==> src/rtl/regfile_pkg.sv <==
// Shared types and defaults for the integer register file with pending-write scoreboard.
package regfile_pkg;

   localparam int XLEN_DEF  = 32;
   localparam int NREGS_DEF = 32;
   localparam int AW_DEF    = $clog2(NREGS_DEF);

   typedef enum logic {
      CLEAR = 1'b0,
      RUN   = 1'b1
   } rf_state_t;

   typedef logic [AW_DEF-1:0] reg_addr_t;

endpackage

==> src/rtl/regfile_scoreboard_bits.sv <==
// Per-register pending-write bits: issue sets, writeback clears, set wins on collision.
module regfile_scoreboard_bits import regfile_pkg::*; #(
   parameter  int NREGS = NREGS_DEF,
   localparam int AW    = $clog2(NREGS)
) (
   input  logic          clk,
   input  logic          rst_n,
   input  logic          en,
   input  logic          issue_valid,
   input  logic [AW-1:0] issue_rd,
   input  logic          wb_en,
   input  logic [AW-1:0] wb_addr,
   input  logic [AW-1:0] rs1_addr,
   input  logic [AW-1:0] rs2_addr,
   output logic          rs1_busy,
   output logic          rs2_busy
);

   logic [NREGS-1:0] busy;

   // Bit 0 is only ever written by reset, so x0 never reports a pending write.
   always_ff @(posedge clk) begin
      if (!rst_n) begin
         busy <= '0;
      end else if (en) begin
         for (int r = 1; r < NREGS; r++) begin
            if (issue_valid && issue_rd == AW'(r))
               busy[r] <= 1'b1;
            else if (wb_en && wb_addr == AW'(r))
               busy[r] <= 1'b0;
         end
      end
   end

   assign rs1_busy = en & busy[rs1_addr];
   assign rs2_busy = en & busy[rs2_addr];

endmodule

==> src/rtl/regfile_scoreboard.sv <==
// Register file with post-reset clear sweep and pending-write scoreboard.
// Optional write-through forwarding on the read ports: define REGFILE_BYPASS_EN.
module regfile_scoreboard import regfile_pkg::*; #(
   parameter  int XLEN  = XLEN_DEF,
   parameter  int NREGS = NREGS_DEF,
   localparam int AW    = $clog2(NREGS)
) (
   input  logic            clk,
   input  logic            rst_n,
   output logic            ready,
   input  logic [AW-1:0]   rs1_addr,
   input  logic [AW-1:0]   rs2_addr,
   output logic [XLEN-1:0] rs1_data,
   output logic [XLEN-1:0] rs2_data,
   output logic            rs1_busy,
   output logic            rs2_busy,
   input  logic            issue_valid,
   input  logic [AW-1:0]   issue_rd,
   input  logic            wb_en,
   input  logic [AW-1:0]   wb_addr,
   input  logic [XLEN-1:0] wb_data
);

   logic [XLEN-1:0] rf [NREGS];
   rf_state_t       state;
   logic [AW-1:0]   clr_cnt;
   logic            sb_rs1_busy;
   logic            sb_rs2_busy;
   logic            wr_run;

   assign wr_run = ready && wb_en && (wb_addr != '0);

   always_ff @(posedge clk) begin
      if (!rst_n) begin
         state   <= CLEAR;
         clr_cnt <= '0;
         ready   <= 1'b0;
      end else if (state == CLEAR) begin
         clr_cnt <= clr_cnt + AW'(1);
         if (clr_cnt == AW'(NREGS - 1)) begin
            state <= RUN;
            ready <= 1'b1;
         end
      end
   end

   // Storage has no reset term: contents survive reset and are zeroed by the sweep.
   always_ff @(posedge clk) begin
      if (rst_n) begin
         if (state == CLEAR)
            rf[clr_cnt] <= '0;
         else if (wr_run)
            rf[wb_addr] <= wb_data;
      end
   end

   regfile_scoreboard_bits #(
      .NREGS (NREGS)
   ) u_bits (
      .clk         (clk),
      .rst_n       (rst_n),
      .en          (ready),
      .issue_valid (issue_valid),
      .issue_rd    (issue_rd),
      .wb_en       (wb_en),
      .wb_addr     (wb_addr),
      .rs1_addr    (rs1_addr),
      .rs2_addr    (rs2_addr),
      .rs1_busy    (sb_rs1_busy),
      .rs2_busy    (sb_rs2_busy)
   );

   always_comb begin
      rs1_data = '0;
      rs1_busy = sb_rs1_busy;
      if (ready && rs1_addr != '0)
         rs1_data = rf[rs1_addr];
`ifdef REGFILE_BYPASS_EN
      // A same-cycle issue to this register is a new producer, so busy is kept.
      if (ready && wb_en && wb_addr == rs1_addr && rs1_addr != '0) begin
         rs1_data = wb_data;
         if (!(issue_valid && issue_rd == rs1_addr))
            rs1_busy = 1'b0;
      end
`endif
   end

   always_comb begin
      rs2_data = '0;
      rs2_busy = sb_rs2_busy;
      if (ready && rs2_addr != '0)
         rs2_data = rf[rs2_addr];
`ifdef REGFILE_BYPASS_EN
      if (ready && wb_en && wb_addr == rs2_addr && rs2_addr != '0) begin
         rs2_data = wb_data;
         if (!(issue_valid && issue_rd == rs2_addr))
            rs2_busy = 1'b0;
      end
`endif
   end

endmodule

==> config.mk <==
export PLATFORM = sky130hd
export DESIGN_NAME = regfile_scoreboard
export DESIGN_NICKNAME = d
export VERILOG_FILES = /design/src/rtl/regfile_pkg.sv /design/src/rtl/regfile_scoreboard_bits.sv /design/src/rtl/regfile_scoreboard.sv
export SDC_FILE = /design/constraint.sdc
export NUM_CORES = 1
export LEC_CHECK = 0
export ABC_CLOCK_PERIOD_IN_PS = 7800
export BUFFER_PORTS_ARGS = -buffer_cell sky130_fd_sc_hd__clkbuf_2
export CAP_MARGIN = 20
export CORE_UTILIZATION = 54
export DETAILED_ROUTE_END_ITERATION = 6
export GPL_ROUTABILITY_DRIVEN = 0
export PLACE_DENSITY = 0.81
export SLEW_MARGIN = 20
export SYNTH_ARGS = -nofsm -noshare
export SYNTH_HDL_FRONTEND = slang
export SYNTH_SLANG_ARGS = --single-unit
==> constraint.sdc <==
create_clock -name clk -period 7.8 [get_ports clk]
set_input_delay 0.39 -clock clk [delete_from_list [all_inputs] [get_ports clk]]
set_output_delay 0.39 -clock clk [all_outputs]
set_load 0.02 [all_outputs]
==> After elaboration in Yosys (flattened, before gate mapping) <==
Memory sizes are Yosys's and may differ from the RTL's.
Index checks and enable logic that the tools add are counted.
{ "totals": {"register_bits": 38, "latch_bits": 0, "mem_bits_rw": 1024, "mem_bits_ro": 0, "in_bits": 56, "word_cells": 317, "memories": 1} }
{ "mem_list": {"columns": ["memory", "depth", "width", "read_ports", "rd_clocked_by_memory_dff", "write_ports", "line", "text"], "rows": [
  ["rf", 32, 32, 2, 0, 1, "regfile_scoreboard.sv:24", "logic [XLEN-1:0] rf [NREGS];"]
]} }
{ "op_classes": {"add_sub_neg": 1, "n_mul": 0, "div_mod_pow": 0, "order_cmp": 2, "n_eq_ne": 63, "n_shift": 0, "mux": 80, "n_bitwise": 3, "reduce_logical": 133} }
{ "op_table": {"columns": ["cell", "count"], "rows": [
  ["5-bit equality test, second input constant", 33],
  ["32-bit 2-to-1 mux", 3],
  ["5-bit by 4-bit equality test with 1-bit output, second input constant", 16],
  ["1-bit 2-to-1 mux", 74],
  ["1-bit logical AND", 66],
  ["2-bit AND reduction", 32],
  ["2-bit nonzero test", 31],
  ["5-bit by 3-bit equality test with 1-bit output, second input constant", 8],
  ["32-bit OR reduction", 1],
  ["5-bit by 2-bit equality test with 1-bit output, second input constant", 4],
  ["5-bit nonzero test", 3],
  ["5-bit by 6-bit less-than comparator with 1-bit output, second input constant", 2],
  ["1-bit binary-select mux with 5-bit select", 2],
  ["5-bit by 1-bit equality test with 1-bit output, second input constant", 2],
  ["5-bit by 1-bit adder with 5-bit output, second input constant", 1],
  ["5-bit 2-to-1 mux", 1],
  ["1-bit bitwise AND", 2],
  ["1-bit NOT", 1]
]} }

==> Depth between registers and ports, before layout <==
Gate-level depths: netlist (run 1).
{ "logic_depth": {"word_depth": 8, "ltp_mapped": 8, "depth_no_buf": 5} }

==> Cells and area by module <==
A second synthesis (run 1) with hierarchy kept.
{ "hier_totals": {"cells_unflattened": 3167, "area_unflattened_um2": 50425.9} }
{ "modules_own_cells": {"columns": ["mod", "instances", "cells_per_inst", "area_each_um2"], "rows": [
  ["regfile_scoreboard", 1, 2958, 48505.3],
  ["regfile_scoreboard_bits", 1, 209, 1920.6]
]} }

==> Least setup slack after synthesis (run 1) <==
Ideal clock, no wire load.
{ "synth_path": {"kind": "input-to-reg", "start": "in wb_addr[2]", "end": "mem rf[15][0] (netlist bit), enable pin", "setup_ns": 0.461, "arrival_ns": 3.686, "required_time_ns": 7.339, "slack_ns": 3.653, "path_stages": 6, "n_path_buf": 2, "cell_sequence": "clkbuf_1 -> nor3_1 -> a21o_1 -> buf_2 -> a21oi_1 -> nor3_1"} }
{ "synth_between": {"elab_chain_cells": 8, "word_cells_on_any_way": 9} }
{ "synth_lines": {"columns": ["element", "line", "text"], "rows": [
  ["from (decl)", "regfile_scoreboard.sv:20", "input logic [AW-1:0] wb_addr,"],
  ["5-bit nonzero test", "regfile_scoreboard.sv:31", "assign wr_run = ready && wb_en && (wb_addr != '0);"],
  ["1-bit logical AND", "regfile_scoreboard.sv:31", null],
  ["1-bit 2-to-1 mux", "regfile_scoreboard.sv:52", "else if (wr_run)"],
  ["1-bit 2-to-1 mux", "regfile_scoreboard.sv:50", "if (state == CLEAR)"],
  ["1-bit 2-to-1 mux", "regfile_scoreboard.sv:49", "if (rst_n) begin"],
  ["1-bit 2-to-1 mux (not written as such)", "regfile_scoreboard.sv:53", "rf[wb_addr] <= wb_data;"],
  ["32-bit OR reduction (no line)", null, null],
  ["5-bit 2-to-1 mux (no line) / 1-bit 2-to-1 mux (equally long branches)", null, null],
  ["to (decl)", "regfile_scoreboard.sv:24", null]
]} }
Parallel ways exist; a longest one is shown, timed or not.

==> Final worst setup path (run 1) <==
{ "layout_path": {"start": "reg ready", "end": "out rs1_data[23]"} }
{ "layout_between": {"elab_chain_cells": 2} }
{ "layout_lines": {"columns": ["element", "line", "text"], "rows": [
  ["from (decl)", "regfile_scoreboard.sv:10", "output logic ready,"],
  ["from (signal assigned)", "regfile_scoreboard.sv:37", "ready <= 1'b0;"],
  ["from (signal assigned)", "regfile_scoreboard.sv:42", "ready <= 1'b1;"],
  ["1-bit logical AND", "regfile_scoreboard.sv:76", "if (ready && rs1_addr != '0)"],
  ["32-bit 2-to-1 mux", "regfile_scoreboard.sv:76", null],
  ["to (decl)", "regfile_scoreboard.sv:13", "output logic [XLEN-1:0] rs1_data,"]
]} }
Every way passes these cells.

==> results.py, run 1 <==
metrics = {
    "synth": {
        "proportion_of_synthesized_flip_flops_having_asynchronous_set_or_reset_pct": 0,
        "avgSynthCellArea_um2": 19.9,
        "net_count_after_synthesis": 2572,
        "synth-warning-count": 0,
        "synth_common_cells": "sky130_fd_sc_hd__edfxtp_1, sky130_fd_sc_hd__mux4_2, sky130_fd_sc_hd__mux2i_1",
        "synth_area_um2": 50000,
        "yosysTopAreaCellShare_pct": 61.5,
        "synth.ff_latch_count": 1062,
        "synthTopCellsByArea": "sky130_fd_sc_hd__edfxtp_1, sky130_fd_sc_hd__mux4_2, sky130_fd_sc_hd__mux2i_1, sky130_fd_sc_hd__dfxtp_1, sky130_fd_sc_hd__o221ai_1",
        "yosysMostFrequentCell": "sky130_fd_sc_hd__edfxtp_1",
        "synth_ff_type": "sky130_fd_sc_hd__edfxtp_1",
        "register_area_share_after_synthesis_pct": 63.0,
        "synth-edff-count": 1024,
        "synthDistinctLibCells": 55,
        "synthCells": 2514,
        "synth.largest_area_cell": "sky130_fd_sc_hd__edfxtp_1",
    },
    "routing": {
        "viasPerCell": 7.57,
        "first_pass_iters": 6,
        "finalWirelength_um": 141000,
        "routed-via-count": 29300,
        "postRouteAntennaNets": 0,
        "post_drt_wl_per_cell_um": 36.4,
        "drt_first_iter_violations": 4615,
        "route.detailed.drc": 0,
    },
    "cells_and_area": {
        "post_route_cells_drive_above_1_share_pct": 32.9,
        "total_nets_final": 2658,
        "syn_to_layout_area_delta_pct": 10.4,
        "antenna_cells": 0,
    },
    "sta": {
        "tns_ps": 0,
        "timing_max_transition_violations_final": 0,
        "maxClockFrequency_ghz": 0.214,
        "timing_worst_slew_pin_value_ps": 1180,
        "final_min_period_over_clock_period_pct": 59.8,
        "setup_violations": 0,
        "hold_slack_ps": 97.3,
        "hold_viol": 0,
        "max_slew_margin_pct": 20.9,
        "fin_skew_ps": 19.6,
        "grt_setup_unrepaired": "no",
        "post-route-min-period_ps": 4660,
    },
    "clocking": {
        "cts_root_buffer": "sky130_fd_sc_hd__clkbuf_16",
        "htreeDepth": 3,
        "ctsResizeCount": 0,
        "cts_setup_buffers": 0,
        "maximum_clock_insertion_buffer_count": 3,
        "tritoncts_clock_tree": "done",
        "cts.sink_count": 1062,
        "clock_insertion_delay_worst_skew_ps": 680,
        "cts_buffers": 100,
        "register_clock_pin_slew_on_the_reported_worst_setup_and_hold_paths_ps": 60,
        "ctsHoldBuffers": 0,
    },
    "critical_path": {
        "timing.critical_path.slowest_stage_cell": "sky130_fd_sc_hd__nand3b_1",
        "worstPathArrival_ps": 4270,
        "path_delay_family": "simple AND/OR/NAND/NOR gates",
        "timing_worst_setup_path_type": "flop to output pin",
        "startpoint_class_of_the_critical_path": "flop",
        "critPathBufInv": 2,
        "crit-reg2reg-launch": "ready",
        "r2r.worst_path.cells": 5,
        "critical_path.cell_chain": "nand3b_1 > buf_4 > o221ai_1 > clkbuf_2",
        "end_of_the_worst_register_to_register_path": "rf[19][28]",
        "element_type_at_the_critical_path_end": "output pin",
        "crit_path_max_incr_delay_ps": 990,
        "timing.critical_path.fanout_max": 21,
        "setup.reg_to_reg.worst_slack_ps": 3760,
        "cp.required_ps": 7410,
    },
    "place": {
        "place.port_buffers": 122,
        "detailedPlacementHpwl_um": 74700,
    },
    "min_path": {
        "worstHoldStart": "issue_rd[2]",
        "hold-path-cell-count": 3,
        "hold_path.class": "input port to flop",
        "min_to": "u_bits.busy[14]",
    },
    "die": {
        "rows": 111,
        "floorplan.io_pins": 123,
        "die_area_um2": 93800,
        "core_um2": 91700,
        "starting_utilization_of_the_core_area_pct": 54.6,
        "y_dimension_of_the_die_um": 306,
        "die_x_um": 306,
    },
    "global_route": {
        "grt.busiest_layer": "met2",
        "grt.met2_usage_pct": 46.1,
        "met1_usage_pct": 40.4,
        "global_route.usage.met3_pct": 9.54,
        "grt_start_max_net_pins": 120,
        "gr-usage-all-layers_pct": 30.2,
        "grt_antenna_before_repair": 4,
        "wire_length_of_the_first_global_routing_pass_um": 204000,
        "first_global_vias": 29800,
        "leftover_overflow_at_the_end_of_global_routing": 0,
    },
    "power_and_ir_drop": {
        "leakagePower_uw": 0.0180,
        "power_per_cell_area_nw_per_um2": 215,
        "ir_drop_mv": 0.191,
    },
    "outcome": {
        "status": "complete, no violations",
    },
    "flow_run": {
        "max-cap-violations": 0,
    },
}
-- cell type report --
cell class / instances / area [um^2]
multi-input combinational: 1245 / 17700
clock inverter: 64 / 706
tap: 1186 / 1480
clock buffer: 122 / 2630
fill: 6154 / 36400
timing repair buffer: 185 / 1210
sequential: 1062 / 31500
inverter: 6 / 22.5
-- registers in the layout, summed over array words and instances, names as in the netlist --
name         cells
u_bits.busy     31
rf            1024
ready            1
state            1
clr_cnt          5
-- through the flow --
stage / setup slack, ps / cells / total power, uW / area, um^2 / utilization, %
after global placement: 3690 / 3680 / 6920 / 51800 / 56.5
final: 3140 / 3870 / 11900 / 55200 / 60.3
after CTS: 3300 / 3866 / 11900 / 55200 / 60.2
after floorplan: 3650 / 2514 / 6790 / 50000 / -
after detailed placement: 3590 / 3680 / 6940 / 51800 / 56.5
after global routing: 3120 / 3870 / 12100 / 55200 / 60.3
-- worst register-to-register path, cell delays in order, from the launching register on --
cell and delay [ps]:
sky130_fd_sc_hd__dfxtp_1 880, sky130_fd_sc_hd__nand4_1 540, sky130_fd_sc_hd__nor4b_1 470, sky130_fd_sc_hd__a31oi_1 240, sky130_fd_sc_hd__nor3_2 840, sky130_fd_sc_hd__buf_4 680
-- layout by cell type, fill, tap and decap left out, drive strengths merged, types with 3 or more instances in the layout --
cell,netlist,final
edfxtp,1024,1024
mux4,515,515
mux2i,267,267
clkbuf,54,239
buf,147,68
o22a,58,58
o221ai,58,58
and2,43,43
clkinv,0,43
nor2,40,40
dfxtp,38,38
o21ai,36,36
nand2,34,34
a21boi,31,31
nor2b,29,29
nand3,16,16
bufinv,0,15
a31oi,13,13
a22oi,12,12
a21oi,10,10
nor3,10,10
inv,6,9
o31ai,7,7
a22o,7,7
and3,6,6
nor3b,6,6
a2111oi,6,6
nand3b,4,4
nand2b,4,4
nand4b,4,4
nand4,3,3
clkinvlp,0,3
-- routing by layer --
metal	up-vias	part of all wire (%)
met3	424	16
met1	15000	34
met5	-	0.026
met2	2795	46
li1	11100	-
met4	4	4.7
-- power breakdown --
part	internal (uW)	switching (uW)	total [uW]
Sequential	6190	16.6	6210
Clock	2890	2140	5030
Combinational	274	348	622
Total	9360	2500	11900
-- worst max-delay path by stage --
stage | startpoint | end | slack (ps) | cells after the start
6_report | ready | rs1_data[23] | 3140 | 4
5_1_grt | ready | rs1_data[24] | 3120 | 4
4_1_cts | ready | rs1_data[23] | 3300 | 4
3_5_place_dp | rs2_addr[0] | rs2_data[24] | 3590 | 6
3_3_place_gp | rs2_addr[0] | rs2_data[24] | 3690 | 6
2_1_floorplan | wb_addr[2] | rf[15][0] | 3650 | 6
-- logic make-up after synthesis --
family	count (synthesis)	synth area share, %
multiplexers	784	28.6
AO/OA/AOI/OAI	249	3.85
flip-flops	1062	63.0
AND/OR/NAND/NOR	208	2.26
adder cells (fa/ha/maj)	2	0.0500
buffers and inverters	207	2.22
XOR/XNOR	2	0.0350
(Power assumes the default switching activity.)
==> run 2: changes to the inputs <==
--- a/config.mk
+++ b/config.mk
@@ -5,13 +5,13 @@
 export SDC_FILE = /design/constraint.sdc
 export NUM_CORES = 1
 export LEC_CHECK = 0
-export ABC_CLOCK_PERIOD_IN_PS = 7800
+export ABC_CLOCK_PERIOD_IN_PS = 3900
 export BUFFER_PORTS_ARGS = -buffer_cell sky130_fd_sc_hd__clkbuf_2
 export CAP_MARGIN = 20
 export CORE_UTILIZATION = 54
 export DETAILED_ROUTE_END_ITERATION = 6
 export GPL_ROUTABILITY_DRIVEN = 0
-export PLACE_DENSITY = 0.81
+export PLACE_DENSITY = 0.84
 export SLEW_MARGIN = 20
 export SYNTH_ARGS = -nofsm -noshare
 export SYNTH_HDL_FRONTEND = slang
==> constraint.sdc (replaced) <==
create_clock -name clk -period 3.9 [get_ports clk]
set_input_delay 0.195 -clock clk [delete_from_list [all_inputs] [get_ports clk]]
set_output_delay 0.195 -clock clk [all_outputs]
set_load 0.02 [all_outputs]
==> run 2 against run 1 <==
  * Register-to-register slack got worse by 3000 ps
  * Worst setup slack got worse by 3000 ps
  * Critical path type unchanged
  * Largest power group unchanged
  * Die area did not move
  * Core utilization rose by 0.66 points
  * Total power grew 100%
  * Sequential power increased by 100%
  * Cell count increased by 1.1%
  * First-iteration DRC count up 7.5%
  * Sequential share of layout area shrank 0.62 points
  * Sequential cell count unchanged
  * Non-clock buffer count rose by 47
  * Global-route usage rose by 0.99 points
==> results.py, run 2 (synthesis results as in run 1) <==
metrics = {
    "die": {
        "floorplan.io_pins": 123,
        "die_area_um2": 93800,
        "starting_utilization_of_the_core_area_pct": 54.6,
        "core_um2": 91700,
        "y_dimension_of_the_die_um": 306,
        "rows": 111,
        "die_x_um": 306,
    },
    "routing": {
        "viasPerCell": 7.71,
        "route.detailed.drc": 0,
        "first_pass_iters": 6,
        "finalWirelength_um": 146000,
        "post_drt_wl_per_cell_um": 37.2,
        "routed-via-count": 30200,
        "drt_first_iter_violations": 4961,
        "postRouteAntennaNets": 0,
    },
    "flow_run": {
        "max-cap-violations": 0,
    },
    "cells_and_area": {
        "regMostFlops": "rf",
        "largestRegisters": "rf (1024), u_bits.busy (31), clr_cnt (5)",
        "post_route_cells_drive_above_1_share_pct": 33.9,
        "antenna_cells": 0,
        "largest_reg_flops": 1024,
        "fin_util_pct": 60.9,
        "fill_cells": 5956,
        "total_nets_final": 2706,
        "syn_to_layout_area_delta_pct": 11.6,
        "commonest_cells_after_routing_fill_and_taps_aside": "sky130_fd_sc_hd__edfxtp_1, sky130_fd_sc_hd__mux4_2, sky130_fd_sc_hd__mux2i_1",
        "mostFrequentLayoutCell": "sky130_fd_sc_hd__edfxtp_1",
    },
    "clocking": {
        "cts_root_buffer": "sky130_fd_sc_hd__clkbuf_16",
        "maximum_clock_insertion_buffer_count": 3,
        "tritoncts_clock_tree": "done",
        "cts_buffers": 101,
        "register_clock_pin_slew_on_the_reported_worst_setup_and_hold_paths_ps": 60,
        "htreeDepth": 3,
        "ctsHoldBuffers": 6,
        "clock_insertion_delay_worst_skew_ps": 690,
        "cts.sink_count": 1062,
        "cts_setup_buffers": 0,
        "ctsResizeCount": 0,
    },
    "power_and_ir_drop": {
        "leakagePower_uw": 0.0188,
        "net_load_switching_power_uw": 5050,
        "power_per_cell_area_nw_per_um2": 426,
        "power.combinational.fraction_pct": 5.3,
        "seqPwrFrac_pct": 52.2,
        "cell_internal_pwr_uw": 18700,
        "clock_power_share_pct": 42.5,
        "ir_drop_mv": 0.311,
        "totalPowerFinal_uw": 23800,
        "power.switching_fraction_pct": 21.2,
    },
    "sta": {
        "maxClockFrequency_ghz": 0.263,
        "hold_viol": 0,
        "timing_worst_slew_pin_value_ps": 1220,
        "final.setup.worst_slack_ps": 104,
        "fin_skew_ps": 35.5,
        "grt_setup_unrepaired": "no",
        "setup_violations": 0,
        "max_slew_margin_pct": 18.8,
        "timing_max_transition_violations_final": 0,
        "post-route-min-period_ps": 3800,
        "final_min_period_over_clock_period_pct": 97.3,
    },
    "global_route": {
        "first_global_vias": 30800,
        "grt_antenna_before_repair": 1,
        "met1_usage_pct": 40.6,
        "gr-usage-all-layers_pct": 31.2,
        "grt.met2_usage_pct": 48.7,
        "grt_start_max_net_pins": 125,
        "leftover_overflow_at_the_end_of_global_routing": 0,
        "wire_length_of_the_first_global_routing_pass_um": 211000,
        "global_route.usage.met3_pct": 9.14,
        "grt.busiest_layer": "met2",
    },
    "outcome": {
        "status": "complete, no violations",
    },
    "place": {
        "dp_worst_setup_slack_ps": 786,
        "detailedPlacementHpwl_um": 80300,
        "place.port_buffers": 122,
    },
    "critical_path": {
        "timing_worst_setup_path_type": "flop to output pin",
        "worstPathArrival_ps": 3600,
        "timing.critical_path.fanout_max": 12,
        "element_type_at_the_critical_path_end": "output pin",
        "cp.required_ps": 3700,
        "startpoint_class_of_the_critical_path": "flop",
    },
    "min_path": {
        "hold_path.class": "input port to flop",
    },
}
==> run 2: cell count changes in the layout (fill, tap and decap cells not counted), sizes merged <==
cell and change:
buf +41, bufinv -2, clkbuf +10, clkinv -15, clkinvlp +4, dlygate4sd3 +6
==> run 2: stage by stage <==
step | setup TNS [ps] | std cells | hold WS, ps | instance area, um^2
after global routing | 0 | 3914 | 76.1 | 55800
after CTS | 0 | 3914 | 17.0 | 55800
final | 0 | 3914 | 62.6 | 55800
after floorplan | -21240 | 2514 | 464 | 50000
after global placement | 0 | 3725 | 482 | 52400
after detailed placement | 0 | 3725 | 500 | 52400
==> run 2: area by class of cell <==
cell class	count	area, um^2	area share (%)
Clock inverter	51	614	1.10
Tap cell	1186	1480	2.66
Inverter	6	22.5	0.0403
Clock buffer	132	2730	4.88
Timing Repair Buffer	232	1850	3.31
Sequential cell	1062	31500	56.4
Multi-Input combinational cell	1245	17600	31.6
==> run 2: metal layers <==
| metal | vias to the layer above | part of all wire, % |
|---|---|---|
| li1 | 11200 | - |
| met1 | 15300 | 33 |
| met2 | 3095 | 47 |
| met3 | 567 | 15 |
| met4 | 2 | 5.5 |
| met5 | - | 0.0082 |
==> run 2: critical path, cell delays in order, from the launching register on <==
cell and delay (ps):
sky130_fd_sc_hd__dfxtp_1 540, sky130_fd_sc_hd__buf_4 280, sky130_fd_sc_hd__nand3_1 890, sky130_fd_sc_hd__buf_4 540, sky130_fd_sc_hd__o221ai_1 410, sky130_fd_sc_hd__clkbuf_2 250
==> run 2: worst paths after layout <==
kind	cells after the start	slack, ps	endpoint	from
max reg2reg	5	790	rf[17][19]	ready
min	5	60	u_bits.busy[28]	issue_valid
min reg2reg	2	510	u_bits.busy[30]	u_bits.busy[30]
max	5	100	rs2_data[26]	ready
==> run 2: power by group through the flow <==
| stage | clock (uW) | sequential (uW) | combinational (uW) |
|---|---|---|---|
| after floorplan | 0 | 12600 | 935 |
| after global placement | 0 | 12600 | 1200 |
| after detailed placement | 0 | 12600 | 1230 |
| after CTS | 10100 | 12400 | 1250 |
| after global routing | 10500 | 12400 | 1310 |
| final | 10100 | 12400 | 1260 |
